<file path="src/rtl/pcx_spc_credit_ctl.sv">
// Per-destination PCX queue credit tracker with quiesce/drain handshake.
// Counts requests minus grants per destination and exposes issue permission.
module pcx_spc_credit_ctl #(
  parameter int NDEST  = 5,
  parameter int QDEPTH = 2
) (
  input  logic             rclk,
  input  logic             arst_l,
  input  logic [NDEST-1:0] pcx_spc_grant_pa,
  input  logic [NDEST-1:0] spc_pcx_req_pq,
  input  logic             spc_pcx_atom_pq,
  input  logic             spc_quiesce_req,
  output logic [NDEST-1:0] pcx_credit_avail,
  output logic [NDEST-1:0] pcx_atom_avail,
  output logic             spc_quiesce_ack,
  output logic [2:0]       pcx_credit_err,
  output logic [1:0]       o_dbg_state
);

  typedef enum logic [1:0] {ST_RUN = 2'd0, ST_DRAIN = 2'd1, ST_QUIET = 2'd2} state_t;

  localparam logic [2:0] LP_MAX = 3'(QDEPTH);

  state_t           r_state;
  state_t           w_state_nxt;
  logic [1:0]       r_cnt     [NDEST];
  logic [1:0]       w_cnt_nxt [NDEST];
  logic [2:0]       w_inc     [NDEST];
  logic [2:0]       w_up      [NDEST];
  logic [2:0]       w_net     [NDEST];
  logic [NDEST-1:0] w_ovf;
  logic [NDEST-1:0] w_udf;
  logic             w_multi;
  logic             w_all_zero;
  logic [2:0]       r_err;
  logic             r_ack;

  // A multi-hot request vector is dropped entirely; grants still apply.
  assign w_multi = |(spc_pcx_req_pq & (spc_pcx_req_pq - 1'b1));

  always_comb begin
    w_ovf      = '0;
    w_udf      = '0;
    w_all_zero = 1'b1;
    for (int i = 0; i < NDEST; i++) begin
      w_inc[i] = 3'd0;
      if (!w_multi && spc_pcx_req_pq[i])
        w_inc[i] = spc_pcx_atom_pq ? 3'd2 : 3'd1;
      w_up[i]      = {1'b0, r_cnt[i]} + w_inc[i];
      w_net[i]     = w_up[i] - {2'b00, pcx_spc_grant_pa[i]};
      w_cnt_nxt[i] = w_net[i][1:0];
      if (pcx_spc_grant_pa[i] && (w_up[i] == 3'd0)) begin
        w_udf[i]     = 1'b1;
        w_cnt_nxt[i] = 2'd0;
      end else if (w_net[i] > LP_MAX) begin
        w_ovf[i]     = 1'b1;
        w_cnt_nxt[i] = LP_MAX[1:0];
      end
      if (w_cnt_nxt[i] != 2'd0)
        w_all_zero = 1'b0;
    end
  end

  // Drain/quiet decisions look at the counts being written this edge.
  always_comb begin
    w_state_nxt = r_state;
    case (r_state)
      ST_RUN:   if (spc_quiesce_req) w_state_nxt = ST_DRAIN;
      ST_DRAIN: if (!spc_quiesce_req) w_state_nxt = ST_RUN;
                else if (w_all_zero) w_state_nxt = ST_QUIET;
      ST_QUIET: if (!spc_quiesce_req) w_state_nxt = ST_RUN;
                else if (!w_all_zero) w_state_nxt = ST_DRAIN;
      default:  w_state_nxt = ST_RUN;
    endcase
  end

  always_ff @(posedge rclk or negedge arst_l) begin
    if (!arst_l) begin
      r_state <= ST_RUN;
      r_err   <= 3'b000;
      r_ack   <= 1'b0;
      for (int i = 0; i < NDEST; i++) r_cnt[i] <= 2'd0;
    end else begin
      r_state <= w_state_nxt;
      r_err   <= r_err | {w_multi, |w_udf, |w_ovf};
      r_ack   <= (w_state_nxt == ST_QUIET);
      for (int i = 0; i < NDEST; i++) r_cnt[i] <= w_cnt_nxt[i];
    end
  end

  always_comb begin
    for (int i = 0; i < NDEST; i++) begin
      pcx_credit_avail[i] = (r_state == ST_RUN) && (r_cnt[i] < LP_MAX[1:0]);
      pcx_atom_avail[i]   = (r_state == ST_RUN) && (r_cnt[i] == 2'd0);
    end
  end

  assign spc_quiesce_ack = r_ack;
  assign pcx_credit_err  = r_err;
  assign o_dbg_state     = r_state;

endmodule

</file>
<file path="config.mk">
export PLATFORM = sky130hd
export DESIGN_NAME = pcx_spc_credit_ctl
export DESIGN_NICKNAME = d
export VERILOG_FILES = /design/src/rtl/pcx_spc_credit_ctl.sv
export SDC_FILE = /design/constraint.sdc
export NUM_CORES = 1
export LEC_CHECK = 0
export CAP_MARGIN = 15
export CORE_ASPECT_RATIO = 0.9
export CORE_MARGIN = 2
export CORE_UTILIZATION = 50
export CTS_CLUSTER_DIAMETER = 40
export DETAILED_ROUTE_END_ITERATION = 10
export PLACE_DENSITY = 0.8
export SLEW_MARGIN = 40
export SYNTH_ARGS = -nofsm -noshare
export SYNTH_HDL_FRONTEND = slang
export SYNTH_SLANG_ARGS = --single-unit
</file>
<file path="constraint.sdc">
create_clock -name rclk -period 3.2 [get_ports rclk]
set_input_delay 0.32 -clock rclk [delete_from_list [all_inputs] [get_ports rclk]]
set_output_delay 0.32 -clock rclk [all_outputs]
set_load 0.01 [all_outputs]
</file>
==> results.md <==
Worst setup path:
- The capturing element type of the critical path is a register.
- The required time of the critical path is around 3400 ps.
- The data arrival time of the critical path is ~3400 ps.
- The worst setup path is launched from a primary input.
- The setup path with the least slack is of type in2reg.
- The maximum net fanout on the critical path is 4.
- Counting cells, the worst reg-to-reg path comes to 9.

Yosys:
- Of the post-synthesis cell area, the dominant cell type holds 30.48%.
- The most used flip-flop cell after synthesis is sky130_fd_sc_hd__dfrtp_1.
- In the post-synthesis netlist, the biggest area contributors are sky130_fd_sc_hd__dfrtp_1, sky130_fd_sc_hd__ha_1, sky130_fd_sc_hd__fa_1, sky130_fd_sc_hd__nor3_1, sky130_fd_sc_hd__nor4b_2.
- A synthesized cell averages about 9.7 sq um.
- The count of state elements after synthesis is 16.
- Summing the sequential cell areas from Yosys gives 30.48% of the chip area.
- The number of nets in the synthesized netlist is 169.
- The cell area that synthesis handed to floorplanning was 1314 sq um.
- The number of different library cells used by synthesis comes to 35.
- Among all cell types in the netlist, the one instantiated most often is sky130_fd_sc_hd__dfrtp_1.
- In the synthesized netlist, the cells that appear most often are sky130_fd_sc_hd__dfrtp_1, sky130_fd_sc_hd__ha_1, sky130_fd_sc_hd__nor3_1.
- After synthesis, the share of flip-flops with an asynchronous set or reset is 100.0%.
- The warning count from the yosys run is 0.
- In this run, synthesis inferred 0 flip-flops with an integrated enable.
- Of all cell types, the one taking the most synthesized area is sky130_fd_sc_hd__dfrtp_1.
- The cell count after synthesis came out at 135.

Layout:
- The final layout contains 254 nets.
- The final antenna diode count is 0.
- The post-route netlist has 44.50% of its cells at a drive strength greater than 1.
- The filler cells instantiated in the layout total 108.
- The area added between synthesis and finish is 67.81%.
- The core occupancy in the finished layout is 89.35%.

Global route:
- The initial antenna violation count is 0.
- The via count of the first global-routing pass came to 1,624.
- The fraction of met1 tracks used by global routing is 36.24%.
- The met3 routing resource usage after global routing is under 10%.
- After global routing, the most crowded layer is met2.
- The met2 capacity usage during global routing is roughly 64%.
- The final global-route overflow total is 0.
- Entering global routing, the biggest net connects 17 pins.
- The first global-routing pass estimated 7.672 mm of wire.
- The all-layer global routing usage is 34.89%.

Power:
- The maximum VDD drop is 716.9 uV.
- For this design the ratio of total power to cell area is 887.4 nW/um^2.
- The total design power is approximately 2 mW.
- In this run the static leakage power is about 1 nW.

Floorplan:
- The height of the chip is 52.63 um.
- The die footprint is 3054 sq um.
- Measured along the x axis, the die boundary spans 58.03 um.
- The standard-cell row count is 17.
- The region available for standard cell placement spans 2467 sq um.
- Once the floorplan was initialized, standard cells occupied 53.25% of the core.
- The number of top-level pins is 30.

Place:
- At the end of routability-driven placement, the weighted congestion stood at approximately 0.8.
- Timing analysis after detailed placement gives a worst setup slack of -635.9 ps.
- Summed over all nets, the half-perimeter wirelength after detailed placement is ~3 mm.
- The count of input and output buffers is 29.

Detailed routing:
- Once detail routing completed, the nets flagged for antenna violations numbered 0.
- The remaining design rule violation count is 1.
- The average wire length per cell after detail routing is roughly 21 um.
- Before antenna repair, the detailed router went through 7 iterations.
- The average vias per placed instance is 6.126.
- The via count is 1,507.
- The final layout contains routed wiring with a total length of 5.047 mm.
- In this run, the number of DRC markers left after iteration 0 of detailed routing was 100.

STA:
- Setup repair after global routing could not meet its margin everywhere.
- Across the routed clock network, the largest skew measured is between 2 and 3 ps.
- The relative slew slack is 72.67%.
- The number of slew-limit violations in the final report is 0.
- The slack of the critical path is -50.99 ps.
- Derived from the worst setup path, the maximum achievable clock frequency is 307.6 MHz.
- For the pin with the worst max-slew slack, the measured transition is 409.9 ps.
- The time the worst path needs with I/O delays and setup is between 3000 and 4000 ps.
- The number of hold violations in the final report is 0.
- The count of final setup violators is 2.
- The worst path uses 101.6% of the clock period.

Run:
- The tool flagged a number of max-cap violations equal to 0.

Outcome:
- The final reports fail on design-rule violations, negative setup slack.
- The flow ran to the end, but the final reports show violations.

CTS:
- For this design, the sink count on the clock tree is 16.
- The clock buffer count from CTS is 3.
- The tree is rooted in a sky130_fd_sc_hd__clkbuf_4.
- After clock tree synthesis, the clock-pin slew on the worst setup and hold paths is ~100 ps.
- The depth of the CTS H-tree is 1.
- The clock reaches the later pin of the worst-skew pair after 280 ps.
- The largest buffer count on any clock path is 2.
- TritonCTS built the clock tree.

Worst hold path:
- The number of cells on the worst hold path is 1.
- The worst hold path belongs to the class reg2reg.
==> final timing paths <==
check	slack, ps	to	from
hold / removal	480	pcx_credit_err[2]	pcx_credit_err[2]
max in group asynchronous	2410	r_cnt[1]	arst_l
setup reg to reg	530	o_dbg_state[0]	r_cnt[6]
setup / recovery	-50	o_dbg_state[0]	spc_pcx_req_pq[2]
min in group asynchronous	500	r_cnt[5]	arst_l
hold reg to reg	480	pcx_credit_err[2]	pcx_credit_err[2]
==> stage by stage <==
step / cell area (sq um) / hold WS, ps / TNS (ps) / std cells
after global routing: 2205 / 499.6 / -194.3 / 246
after global placement: 1912 / 452.9 / -1683 / 226
final: 2205 / 479.6 / -79.93 / 246
after CTS: 2147 / 478.6 / 0 / 245
after floorplan: 1328 / 24.41 / 0 / 135
after detailed placement: 1912 / 452.2 / -2665 / 226
==> timing repair <==
item	4_1_cts	5_1_grt
hold buffers	0	1
buffers inserted	16	0
gates cloned	0	0
gates resized for setup	41	10
endpoints found under the hold margin	0	16
pin swaps	19	9
setup endpoints to repair	4	4
==> final cells by class <==
type	instances	area, sq um	share of cell area, %
clock buffer	3	22.52	1.022
inverter	12	45.04	2.043
multi-input combinational	106	1031	46.77
sequential	16	400.4	18.16
tap	28	35.03	1.589
timing repair buffer	81	670.6	30.42
==> layout by cell type (no fill, tap or decap), drive strengths merged, types with 2 or more instances in the layout <==
master         instances
buf                   55
clkdlybuf4s50         23
dfrtp                 16
nor3                  15
ha                    15
inv                   12
nor2                  10
nand2                  7
and2                   6
and3                   5
a21oi                  5
fa                     5
a31oi                  4
nand2b                 4
xnor2                  4
nor4b                  4
nor3b                  3
clkbuf                 3
clkdlybuf4s15          2
nand3                  2
nor4                   2
==> routing by layer <==
metal | routed length (um) | part of all wire (%) | vias up
li1 | - | - | 663
met1 | 1939 | 38 | 711
met2 | 2516 | 50 | 97
met3 | 306 | 6.1 | 36
met4 | 284 | 5.6 | 0
met5 | 0 | 0 | -
==> sequential cells by signal (all words and copies together), names as in the netlist <==
name / count
r_cnt: 10
o_dbg_state: 2
spc_quiesce_ack: 1
pcx_credit_err: 3
==> logic make-up after synthesis <==
family	after synthesis	share of synthesized area [%]
and+or+nand+nor	63	30.10
AOI/OAI and AO/OA	18	10.38
adders and majority gates	21	22.67
DFF	16	30.48
buffers and inverters	13	3.714
xor gates and xnor gates	4	2.666
==> worst max-delay path, stage by stage <==
cell and delay (ps):
sky130_fd_sc_hd__clkdlybuf4s15_1 190, sky130_fd_sc_hd__a2111o_1 460, sky130_fd_sc_hd__o31ai_4 80, sky130_fd_sc_hd__and2b_2 210, sky130_fd_sc_hd__and2_4 160, sky130_fd_sc_hd__ha_4 130, sky130_fd_sc_hd__fa_2 470, sky130_fd_sc_hd__buf_6 150
sky130_fd_sc_hd__nor4b_4 300, sky130_fd_sc_hd__a31o_2 160, sky130_fd_sc_hd__nand3_2 80, sky130_fd_sc_hd__or4_4 560, sky130_fd_sc_hd__nor2b_4 150
==> power breakdown <==
group / total [mW] / internal, mW / switching (mW)
logic: 1.51 / 0.813 / 0.695
registers: 0.339 / 0.270 / 0.0689
clock network: 0.109 / 0.0436 / 0.0657
total: 1.96 / 1.13 / 0.830
No activity file was read; power rests on OpenSTA's default activity.
